<file path="config.mk">
export PLATFORM = sky130hd
export DESIGN_NAME = qed_dup_scheduler
export DESIGN_NICKNAME = d
export VERILOG_FILES = /design/src/rtl/qed_dup_scheduler.sv
export SDC_FILE = /design/constraint.sdc
export NUM_CORES = 1
export LEC_CHECK = 0
export ABC_CLOCK_PERIOD_IN_PS = 3400
export CORE_ASPECT_RATIO = 0.75
export CORE_UTILIZATION = 45
export DETAILED_ROUTE_END_ITERATION = 7
export HOLD_SLACK_MARGIN = 0.02
export MAX_ROUTING_LAYER = met4
export PLACE_DENSITY_LB_ADDON = 0.12
export SLEW_MARGIN = 20
export SYNTH_ARGS = -nofsm -noshare
export SYNTH_HDL_FRONTEND = slang
export SYNTH_SLANG_ARGS = --single-unit
</file>
<file path="constraint.sdc">
create_clock -name clk -period 3.4 [get_ports clk]
set_input_delay 0.68 -clock clk [delete_from_list [all_inputs] [get_ports clk]]
set_output_delay 0.68 -clock clk [all_outputs]
set_load 0.01 [all_outputs]
</file>
<file path="src/rtl/qed_dup_scheduler.sv">
// QED duplicate scheduler: issues originals, then their register-shifted
// duplicates from an 8-entry FIFO, in order, ahead of the fetch stage.
module qed_dup_scheduler (
  input  logic        clk,
  input  logic        rst_n,
  input  logic        ena,
  input  logic        exec_dup,
  input  logic        stall_IF,
  input  logic [31:0] ifu_qed_instruction,
  output logic [31:0] qed_instruction,
  output logic        qed_vld_out,
  output logic        qed_ifu_stall,
  output logic        qed_ready,
  output logic [7:0]  num_orig,
  output logic [7:0]  num_dup
);

  localparam logic [0:0]  ORIG = 1'b0;
  localparam logic [0:0]  DUP  = 1'b1;
  localparam logic [31:0] NOP  = 32'h0000_007F;

  logic [31:0] fifo_q [8];
  logic [2:0]  wr_q;
  logic [2:0]  rd_q;
  logic [3:0]  cnt_q;
  logic [0:0]  state_q;
  logic [7:0]  norig_q;
  logic [7:0]  ndup_q;
  logic [31:0] ins_q;
  logic        vld_q;

  logic        empty;
  logic        full;
  logic        dup_go;
  logic        in_rec;
  logic [31:0] head;
  logic [31:0] head_mask;

  // Duplicate mask: sets bit 4 of the shifted register fields
  // (x0-x15 -> x16-x31) and bit 7 of the memory offset.
  // Zero means the instruction is not duplicated.
  function automatic logic [31:0] dup_mask(input logic [31:0] ins);
    logic [6:0]  op;
    logic        f3w;
    logic [31:0] m;
    op  = ins[6:0];
    f3w = (ins[14:12] == 3'b010);
    m   = '0;
    unique case (1'b1)
      (op == 7'h33):        m = 32'h0108_0800;
      (op == 7'h13):        m = 32'h0008_0800;
      (op == 7'h03) && f3w: m = 32'h0800_0800;
      (op == 7'h23) && f3w: m = 32'h0808_0000;
      default:              m = '0;
    endcase
    return m;
  endfunction

  assign empty     = (cnt_q == 4'd0);
  assign full      = (cnt_q == 4'd8);
  assign head      = fifo_q[rd_q];
  assign head_mask = dup_mask(head);
  assign in_rec    = (dup_mask(ifu_qed_instruction) != 32'd0);

  assign dup_go = (state_q == DUP)
                | (exec_dup & ~empty)
                | full
                | (norig_q == 8'hFF);

  assign qed_ifu_stall = stall_IF | (ena & dup_go);
  assign qed_ready     = ena & empty
                       & (norig_q == ndup_q)
                       & (norig_q != 8'd0);

  assign qed_instruction = ins_q;
  assign qed_vld_out     = vld_q;
  assign num_orig        = norig_q;
  assign num_dup         = ndup_q;

  // Issue register, FIFO, counters and ORIG/DUP state.
  always_ff @(posedge clk or negedge rst_n) begin
    if (!rst_n) begin
      for (int i = 0; i < 8; i++) fifo_q[i] <= '0;
      wr_q    <= '0;
      rd_q    <= '0;
      cnt_q   <= '0;
      state_q <= ORIG;
      norig_q <= '0;
      ndup_q  <= '0;
      ins_q   <= NOP;
      vld_q   <= 1'b0;
    end else if (!ena) begin
      wr_q    <= '0;
      rd_q    <= '0;
      cnt_q   <= '0;
      state_q <= ORIG;
      norig_q <= '0;
      ndup_q  <= '0;
      if (!stall_IF) begin
        ins_q <= ifu_qed_instruction;
        vld_q <= 1'b1;
      end
    end else if (!stall_IF) begin
      if (dup_go) begin
        if (!empty) begin
          ins_q   <= head | head_mask;
          vld_q   <= 1'b1;
          rd_q    <= rd_q + 3'd1;
          cnt_q   <= cnt_q - 4'd1;
          ndup_q  <= ndup_q + 8'd1;
          state_q <= (cnt_q == 4'd1) ? ORIG : DUP;
        end else begin
          // Originals exhausted at 255 and nothing left to duplicate.
          vld_q <= 1'b0;
        end
      end else begin
        ins_q <= ifu_qed_instruction;
        vld_q <= 1'b1;
        if (in_rec) begin
          fifo_q[wr_q] <= ifu_qed_instruction;
          wr_q    <= wr_q + 3'd1;
          cnt_q   <= cnt_q + 4'd1;
          norig_q <= norig_q + 8'd1;
        end
      end
    end
  end

endmodule

</file>
=== Word level (Yosys, flattened, before mapping) ===
Index checks and enable logic that the tools add are counted.
Widths: inputs -> output; s select.

* Output and inout port bits: 51
* Bits in registers: 316
* Input port bits: 37

* Bitwise operators: 15
* Reduce and logical (&&, ||, !) cells: 13
* Equal/unequal tests: 21
* Order comparisons: 3
* Muxes and demuxes: 44
* Add/subtract/negate cells: 6

{| class="wikitable"
|+ Operators with widths
! operator !! count
|-
| $bwmux 256 || 1
|-
| $mux 32 || 8
|-
| $pmux 28 s4 || 2
|-
| $bmux 32 s3 || 1
|-
| $demux 32 s3 || 1
|-
| $mux 8 || 8
|-
| $or 32x28->32 || 1
|-
| $reduce_bool 32->1 || 1
|-
| $eq 7x6->1 const B || 4
|-
| $mux 3 || 8
|-
| $mux 4 || 5
|-
| $add 8x1->8 const B || 2
|-
| $eq 7x2->1 const B || 2
|-
| $eq 7x5->1 const B || 2
|-
| $mux 1 || 10
|-
| $reduce_and 3->1 || 3
|-
| $eq 8x8->1 || 1
|-
| $eq 8x8->1 const B || 1
|-
| $ge 4x4->1 const B || 2
|-
| $not 3->4 || 2
|-
| $reduce_bool 8->1 || 1
|-
| $add 3x1->3 const B || 2
|-
| $eq 3x2->1 const B || 2
|-
| $ne 2x2->1 const B || 3
|-
| 15 further kinds || 29
|}

=== Depth between registers and ports, before layout ===
Gate-level depths: netlist (run 1).

* Depth after elaboration: 12
* Mapped depth: 10
* Mapped depth without buffers: 8

=== Worst setup path after synthesis (run 1) ===
Ideal clock, no wire load.

* Path type: input-to-reg
* From: input port ifu_qed_instruction[13]
* To: register fifo_q[229] in the netlist's numbering
* Path slack: 0.395 ns
* Required time: 3.275 ns
* Stages: 9
* Setup time: 0.125 ns
* Buffers on the path: 4
* Arrival: 2.880 ns
* Path through: clkbuf_1 nor3b_1 o211ai_1 or4_4 buf_6 or4_4 buf_6 buf_6 mux2_4

* Cells in the longest elaborated chain, start to end: 5

{| class="wikitable"
|+ Ends and longest elaborated chain
! item !! RTL line !! RTL
|-
| start, declared || 9 || <nowiki>input logic [31:0] ifu_qed_instruction,</nowiki>
|-
| $eq 3x2->1 * || 47 || <nowiki>f3w = (ins[14:12] == 3'b010);</nowiki>
|-
| $logic_and 1x1->1 (on tied branches) || 53, 52 ||
|-
| $pmux 28 s4 * || 49 || <nowiki>unique case (1'b1)</nowiki>
|-
| $reduce_bool 32->1 * || 63 || <nowiki>assign in_rec = (dup_mask(ifu_qed_instruction) != 32'd0);</nowiki>
|-
| $reduce_and 4->1 (no source line) * || - ||
|-
| end signal, assigned by index || 120 || <nowiki>fifo_q[wr_q] <= ifu_qed_instruction;</nowiki>
|-
| end, declared || 22 || <nowiki>logic [31:0] fifo_q [8];</nowiki>
|}

Every way passes the cells marked *; elsewhere a longest branch is shown, timed or not.
A chain may end at the register's enable or synchronous reset.

=== Worst setup path after layout (run 1) ===
* From: input port ena
* To: output port qed_ready

* Cells in the longest elaborated chain, start to end: 3

{| class="wikitable"
|+ Ends and longest elaborated chain
! item !! RTL line !! RTL
|-
| start, declared || 6 || <nowiki>input logic ena,</nowiki>
|-
| $and 1x1->1 || 71 || <nowiki>assign qed_ready = ena & empty</nowiki>
|-
| $and 1x1->1 || 72 || <nowiki>& (norig_q == ndup_q)</nowiki>
|-
| $and 1x1->1 || 73 || <nowiki>& (norig_q != 8'd0);</nowiki>
|-
| end, declared || 13 || <nowiki>output logic qed_ready,</nowiki>
|}

No other way between the ends.

==> results.yml, run 1 <==
global_routing:
  grt_pass1_vias: 9035
  grt_remaining_overflow: 0
  grt_max_degree: 92
  antenna_found_initial: 1
  grt_use_total_pct: 21.39
  grt_pass1_wl_mm: 52.72
worst_setup_path:
  start_kind: "primary input"
  critPathKind: "in -> out"
  worstPathRequired_ps: 2720
  arrival_ps: 2610
  endpoint_kind: "output port"
  r2r_start: "cnt_q[0]"
  critPathLaunch: "ena"
  crit_fanout: 12
route:
  drt_wl_total_mm: 32.08
  vias_per_cell: 5.484
  drc_errors: 0
  drt_iter0_drc: 485
  routedWlPerCell_um: 20.32
  drt_first_pass_iters: 4
  ant_nets: 0
  vias: 8659
clock_tree:
  cts_tree: "done"
  hold_buffers: 0
  htree_levels: 2
  clk_latency_ps: 520
  numCtsBuffers: 34
  cts_buffer_depth: 3
  clk_pin_slew_worst_paths_ps: 60
  clkSinkCount: 316
  clockRootBuffer: "clkbuf_16"
run:
  maxCapViolCount: 0
sta:
  hold_slack_ps: 167.5
  hold_viol_final: 0
  fin_skew_ps: 20.78
  rsz0062_at_grt: "false"
  final.period_utilization_pct: 96.84
  min_period_ps: 3292
  worst_slew_pin_slew_ps: 753.9
  clock.fmax_mhz: 303.7
  report.final.slew_viol_count: 0
  relSlewSlack_pct: 49.74
  setup_violations: 0
worst_hold_path:
  min_path_type: "in -> async"
place:
  port_buffers: 87
  gp_congestion: 0.7770
  dp_hpwl_mm: 20.61
  place_area_um2: 16280
layout:
  nets: 1197
  final_cell_mix: "dfrtp_1 (307), mux2_2 (187), clkdlybuf4s50_1 (86)"
  final_cell_area_um2: 17370
  layout-drive-gt1-share_pct: 36.18
  final_util_pct: 55.22
  syn_to_final_growth_pct: 19.89
  layout_commonest_cell: "dfrtp_1"
pwr:
  p_sw_share_pct: 28.28
  power_frac_clock_pct: 35.9
  p_int_w: 0.007156
  share_comb_of_total_power_pct: 21.3
  p_sw_w: 0.002822
  p_per_area_nw_per_um2: 574.4
  power.leakage_nw: 8.177
  ir_drop_uv: 345.3
  seqPwrFrac_pct: 42.7
synthesis:
  syn_area_um2: 14490
  avgSynthCellArea_um2: 13.99
  async_flop_share_pct: 100.0
  syn_inst: 1036
  ys_ff_latch: 316
  ys.flop_type: "dfrtp_1"
  ys_seq_area_share_pct: 54.63
  syn_nets: 1081
  yosysTopAreaCellShare_pct: 53.36
  ys_warn_count: 0
  synth.area.top_cells: "dfrtp_1 (53%), mux2_2 (15%), mux4_2 (9.3%), mux2_4 (2.6%), mux2i_1 (2.3%)"
  ys_types: 58
  yosys.area.top_type: "dfrtp_1"
  synth_edf_count: 0
die:
  chipHeight_um: 157.4
  coreArea_um2: 31460
  start_util_pct: 46.06
  rows: 56
  io_pins: 88
  dieArea_um2: 32930
  fp.dieW_um: 209.2
outcome:
  status: "complete, no violations"
[worst max-delay path: stages]
cell and delay, ps:
clkdlybuf4s50_1 780, nand2_1 280, nor4_2 290, clkdlybuf4s50_1 580
[synthesized netlist by cell type (25+ instances only)]
| library cell | count |
|---|---|
| dfrtp_1 | 309 |
| mux2_2 | 187 |
| mux4_2 | 60 |
| nand2_1 | 58 |
| o21ai_0 | 39 |
| mux2i_1 | 33 |
| nor2_1 | 33 |
| a21oi_1 | 32 |
| buf_2 | 28 |
| clkbuf_1 | 27 |
| mux2_4 | 25 |
| nor2b_1 | 25 |
[metrics by stage]
step,std cells,total power [W],setup slack [ps],TNS (ps)
6_report,1579,0.009978,107.6,0
5_1_grt,1579,0.01051,21.34,0
4_1_cts,1577,0.01012,-5.435,-5.435
3_5_place_dp,1521,0.006470,-18.04,-263.3
3_3_place_gp,1521,0.006455,14.32,0
2_1_floorplan,1036,0.005509,395.3,0
[power by group through the flow]
stage | combinational [W] | sequential (W) | clock (W)
3_5_place_dp | 0.00214 | 0.00433 | 0
5_1_grt | 0.00234 | 0.00430 | 0.00386
6_report | 0.00213 | 0.00426 | 0.00358
2_1_floorplan | 0.00121 | 0.00430 | 0
4_1_cts | 0.00215 | 0.00427 | 0.00370
3_3_place_gp | 0.00213 | 0.00433 | 0
[metal layers]
layer	wire [um]	GRT usage (%)	up-vias	share of wire [%]
li1	-	-	3991	-
met1	16020	31.06	4483	50
met2	14230	31.33	136	44
met3	1188	3.272	49	3.7
met4	639	5.672	0	2.0
met5	0	-	-	0
[repair_timing]
item / CTS / global route
setup endpoints to repair: 2 / 2
endpoints found under the hold margin: 0 / 0
resized for setup: 2 / 2
buffers inserted: 0 / 1
[path summary, 6_finish.rpt]
kind	to	slack (ps)	depth (start not counted)
max	qed_ready	110	4
max reg2reg	fifo_q[197]	440	9
min	num_dup[7]	170	1
min reg2reg	fifo_q[129]	460	1
min in group clk	fifo_q[129]	460	1
max in group asynchronous	fifo_q[149]	2340	2
[sequential cells by signal, summed over array words and instances, names as in the netlist]
register         count
cnt_q                4
fifo_q             256
num_dup              8
num_orig             8
qed_instruction     32
qed_vld_out          1
rd_q                 3
state_q              1
wr_q                 3
[cell type report]
class | count | area, um2
timing repair buffer | 146 | 1531
fill | 2644 | 14090
clock buffer | 49 | 998.5
sequential | 316 | 7924
inverter | 7 | 26.28
multi-input combinational | 647 | 6315
antenna | 1 | 2.502
clock inverter | 7 | 67.56
tap | 406 | 508.0
[cell families after synthesis]
| kind of cell | count (synthesis) | synth area share [%] |
|---|---|---|
| multiplexers | 311 | 29.19 |
| flip-flops | 316 | 54.63 |
| XOR/XNOR | 26 | 1.571 |
| AND/OR/NAND/NOR | 204 | 7.538 |
| buffers and inverters | 73 | 2.409 |
| adder cells (fa/ha/maj) | 8 | 0.6908 |
| AO/OA/AOI/OAI | 98 | 3.964 |
Note: power is estimated with default switching activity, not from simulation.
==> run 2, diff against run 1 <==
--- a/config.mk
+++ b/config.mk
@@ -5,14 +5,16 @@
 export SDC_FILE = /design/constraint.sdc
 export NUM_CORES = 1
 export LEC_CHECK = 0
-export ABC_CLOCK_PERIOD_IN_PS = 3400
+export ABC_CLOCK_PERIOD_IN_PS = 4010
 export CORE_ASPECT_RATIO = 0.75
 export CORE_UTILIZATION = 45
 export DETAILED_ROUTE_END_ITERATION = 7
 export HOLD_SLACK_MARGIN = 0.02
 export MAX_ROUTING_LAYER = met4
 export PLACE_DENSITY_LB_ADDON = 0.12
+export RECOVER_POWER = 25
 export SLEW_MARGIN = 20
 export SYNTH_ARGS = -nofsm -noshare
 export SYNTH_HDL_FRONTEND = slang
 export SYNTH_SLANG_ARGS = --single-unit
+export TNS_END_PERCENT = 30
==> constraint.sdc (replaced) <==
create_clock -name clk -period 4.01 [get_ports clk]
set_input_delay 0.802 -clock clk [delete_from_list [all_inputs] [get_ports clk]]
set_output_delay 0.802 -clock clk [all_outputs]
set_load 0.01 [all_outputs]
==> results.yml, run 2 (synthesis results as in run 1) <==
outcome:
  status: "complete, but fails checks"
  violations: "max-capacitance violations, max-slew violations"
sta:
  setup_violations: 0
  final.period_utilization_pct: 92.12
  fin_skew_ps: 18.97
  report.final.slew_viol_count: 73
  clock.fmax_mhz: 270.7
  rsz0062_at_grt: "false"
  relSlewSlack_pct: -34.41
  hold_viol_final: 0
  fin_ws_ps: 315.8
  min_period_ps: 3694
  fin_tns_setup_ps: 0
  worst_slew_pin_slew_ps: 2016
route:
  drt_iter0_drc: 406
  routedWlPerCell_um: 20.60
  vias_per_cell: 5.460
  ant_nets: 0
  drt_first_pass_iters: 5
  drc_errors: 0
  drt_wl_total_mm: 32.05
  vias: 8495
pwr:
  power.leakage_nw: 7.979
  p_int_w: 0.005870
  power_frac_clock_pct: 35.1
  p_sw_share_pct: 28.97
  p_per_area_nw_per_um2: 485.6
  p_sw_w: 0.002394
  ir_drop_uv: 321.9
  share_comb_of_total_power_pct: 21.1
  seqPwrFrac_pct: 43.8
layout:
  top_register: "fifo_q"
  layout_commonest_cell: "dfrtp_1"
  regArea_um2: 7924
  layout-drive-gt1-share_pct: 34.43
  final_cell_mix: "dfrtp_1 (307), mux2_2 (187), clkdlybuf4s50_1 (86)"
  fill_cells: 2611
  final_cells: 1556
  multi_input_area_um2: 6294
  n_antenna_cell: 0
  final_util_pct: 54.10
  nets: 1170
  largest_reg_flops: 256
  syn_to_final_growth_pct: 17.45
  final_cell_area_um2: 17020
clock_tree:
  numCtsBuffers: 31
  cts_buffer_depth: 3
  ctsResizeCount: 0
  clk_pin_slew_worst_paths_ps: 60
  htree_levels: 1
  hold_buffers: 0
  clkSinkCount: 316
  post_cts_buffers: 0
  cts_tree: "done"
  clk_latency_ps: 580
  clockRootBuffer: "clkbuf_16"
worst_setup_path:
  endpoint_kind: "output port"
  start_kind: "flop"
  worstPathRequired_ps: 3210
  critPathKind: "reg -> out"
  rr_endpoint: "fifo_q[236]"
  worstPathCellList: "inv_1 > ha_1 > nor3b_2 > a31oi_1 > buf_4 > nand2_1 > clkdlybuf4s50_1"
  crit_fanout: 7
  cp_num_buf_inv: 3
  regToRegSetupSlack_ps: 850
  r2r_start: "cnt_q[0]"
  arrival_ps: 2890
  reg2regPathDepth: 8
  cpPeakStageDelay_ps: 630
  cp_top_family: "buffers and inverters"
  slowest_stage: "clkdlybuf4s50_1"
place:
  post-place-cells: 1498
  dp_slack_ps: 288.3
  port_buffers: 87
  place_area_um2: 16040
  dp_hpwl_mm: 19.22
  gp_congestion: 0.7586
die:
  io_pins: 88
  chipHeight_um: 157.4
  start_util_pct: 46.06
  coreArea_um2: 31460
  dieArea_um2: 32930
  fp.dieW_um: 209.2
  rows: 56
global_routing:
  grt_pass1_vias: 9090
  antenna_found_initial: 0
  grt_use_total_pct: 21.55
  grt_pass1_wl_mm: 53.54
  grt_remaining_overflow: 0
  grt_max_degree: 92
worst_hold_path:
  hold_path_depth: 1
  min_path_type: "reg -> reg"
  min-delay-start: "fifo_q[65]"
  holdPathEnd: "fifo_q[65]"
run:
  maxCapViolCount: 1
==> run 2: changes by cell type in the layout (fill, tap and decap cells not counted), moves of 2 or more <==
cell,delta
clkbuf_8,-3
clkinvlp_4,+3
buf_4,-20
clkinv_2,+4
buf_12,-6
clkbuf_16,-4
clkbuf_1,+3
clkbuf_2,+2
==> run 2: cell type report <==
class | instances | share of cell area [%]
Inverter | 7 | 0.1544
Timing Repair Buffer | 122 | 7.403
Clock buffer | 44 | 5.080
Clock inverter | 14 | 0.8381
Multi-Input combinational cell | 647 | 36.98
Tap cell | 406 | 2.985
Sequential cell | 316 | 46.56
==> run 2: power groups by stage <==
stage	clock (W)	sequential, W	combinational [W]
2_1_floorplan	0	0.00364	0.00103
3_3_place_gp	0	0.00367	0.00177
3_5_place_dp	0	0.00368	0.00178
5_1_grt	0.00312	0.00365	0.00193
4_1_cts	0.00298	0.00362	0.00178
6_report	0.00290	0.00362	0.00175
==> run 2: metrics by stage <==
stage                     total power [W]  hold slack, ps
after floorplan                  0.004671           429.6
after global placement           0.005440           446.1
after detailed placement         0.005457           447.7
after CTS                        0.008388           215.8
after global routing             0.008696           475.4
final                            0.008264           462.5
==> run 2: worst max-delay path by stage <==
stage          slack (ps)               startpoint             to  cells past startpoint
4_1_cts               290                 cnt_q[0]  qed_ifu_stall                      7
2_1_floorplan         880  ifu_qed_instruction[13]    fifo_q[229]                      9
6_report              320                 cnt_q[0]  qed_ifu_stall                      7
3_5_place_dp          290   ifu_qed_instruction[2]    fifo_q[246]                      8
5_1_grt               160                 cnt_q[0]  qed_ifu_stall                      7
3_3_place_gp          330   ifu_qed_instruction[2]    fifo_q[246]                      8
==> run 2: worst reg2reg max path, stage by stage, from the launching register on <==
cell	delay (ps)
dfrtp_1	430
inv_1	100
ha_1	200
nor3b_2	380
o21ba_2	270
or4_4	570
or4_4	520
buf_12	220
mux2_4	340
==> run 2: metal layers <==
layer	vias to the layer above	global-route usage (%)	part of all wire, %
li1	3927	-	-
met4	0	4.517	1.9
met3	46	3.771	4.3
met5	-	-	0
met1	4378	30.89	49
met2	144	32.22	44
==> run 3, diff against run 2 <==
--- a/config.mk
+++ b/config.mk
@@ -8,12 +8,12 @@
 export ABC_CLOCK_PERIOD_IN_PS = 4010
 export CORE_ASPECT_RATIO = 0.75
 export CORE_UTILIZATION = 45
+export CTS_CLUSTER_DIAMETER = 100
 export DETAILED_ROUTE_END_ITERATION = 7
 export HOLD_SLACK_MARGIN = 0.02
 export MAX_ROUTING_LAYER = met4
 export PLACE_DENSITY_LB_ADDON = 0.12
 export RECOVER_POWER = 25
-export SLEW_MARGIN = 20
 export SYNTH_ARGS = -nofsm -noshare
 export SYNTH_HDL_FRONTEND = slang
 export SYNTH_SLANG_ARGS = --single-unit
==> results of run 3 <==
No change in the layout: final DEF, timing and power equal those of run 2.
==> patch (settings of run 1) <==
Compare `cnt_q` against `4'd8` with >= in place of ==.
--- a/src/rtl/qed_dup_scheduler.sv
+++ b/src/rtl/qed_dup_scheduler.sv
@@ -59,3 +59,3 @@
   assign empty     = (cnt_q == 4'd0);
-  assign full      = (cnt_q == 4'd8);
+  assign full      = (cnt_q >= 4'd8);
   assign head      = fifo_q[rd_q];
Function: no difference found for any inputs over 4 cycles, from zero or initial values and one cycle with rst_n low; that may be too few to reach the edited logic, so the function may still have changed.
==> patch against run 1 <==
Sequential cell count did not move. Synthesized area fell by 0.28%. Final area fell by 1.2%. Global-route usage rose by 0.22 points. Via count rose by 1.9%. Synthesized cell count rose by 1.6%. Setup slack got worse by 0.0025 ns. Critical path depth rose by 3. Total power fell by 1.3%. Count of clock-buffer cells in the layout fell by 5. Routed wire length rose by 3.1%. Fmax barely moved. First-iteration DRC count rose by 18%.
==> patch: results (changes against run 1) <==
- Post-synthesis mux area share: 28.8% (-0.40 points)
- Share of layout cells above drive strength 1: 32.8% (-3.4 points)
- Synth area leaders: dfrtp_1 54%, mux2_2 14%, mux4_2 7.5%
- Seq area share: 46.1% (+0.54 points)
- Seq Cell Count: 316 (unchanged)
- Run status: finished clean
- Total CTS buffers: 31 (-8.8%)
- Synthesized-area fraction occupied by adder cells: 0.693% (+0.0019 points)
- CLK BUF: 44 (-10%)
- CP Max Fanout: 5 (-7)
- Placed cell area: 16,100 sq um (-0.99%)
- Sw Ratio: 27.9% (-0.42 points)
- Iter 0 DRT Violations: 573 (+18%)
- VDD IR-drop max: 0.358 mV (+3.8%)
- Final nets: 1,200 (+0.25%)
- Leakage: 8.02 nW (-1.9%)
- Worst clock skew: 0.0142 ns (-0.00661 ns)
- Final worst-path cycle share: 96.9% (about the same)
- First-pass GRT wire length: 53,500 microns (+1.5%)
- Pin count of the biggest net entering global routing: 104 (+13%)
- Worst R2R Setup Slack: 0.61 ns (+0.17 ns)
- Dpl hpwl: 20,400 microns (-1.2%)
- Clk tree area frac: 6.07% (-0.067 points)
- Non-clock buffer area fraction after layout: 8.38% (-0.44 points)
- First-pass DRT Iterations: 6 (+2)
- Synth top cells by count: 309 x dfrtp_1, 186 x mux2_2, 56 x mux2i_1
patch: critical path, stage by stage (launching register included):
cell and delay [ns]:
dfrtp_1 0.44, inv_1 0.14, ha_1 0.21, nand2b_1 0.11
a211o_4 0.40, o21ai_4 0.16, nand2b_1 0.10, clkdlybuf4s50_1 0.49
patch: routing by layer:
| layer | vias up | part of all wire [%] | global-route usage, % |
|---|---|---|---|
| met5 | - | 0 | - |
| met4 | 0 | 1.4 | 3.92 |
| met3 | 33 | 3.8 | 3.67 |
| met2 | 135 | 44 | 31.4 |
| met1 | 4630 | 51 | 32.0 |
| li1 | 4026 | - | - |
patch: power groups by stage:
stage	clock (W)	combinational (W)	sequential (W)
final	0.00353	0.00205	0.00426
after global routing	0.00378	0.00224	0.00429
after CTS	0.00363	0.00207	0.00426
after detailed placement	0	0.00206	0.00433
after global placement	0	0.00206	0.00432
after floorplan	0	0.00102	0.00435
patch: what timing repair did:
action,in CTS,in global routing
hold buffers,0,0
hold endpoints to repair,0,0
resized for setup,1,2
endpoints found under the setup margin,1,1
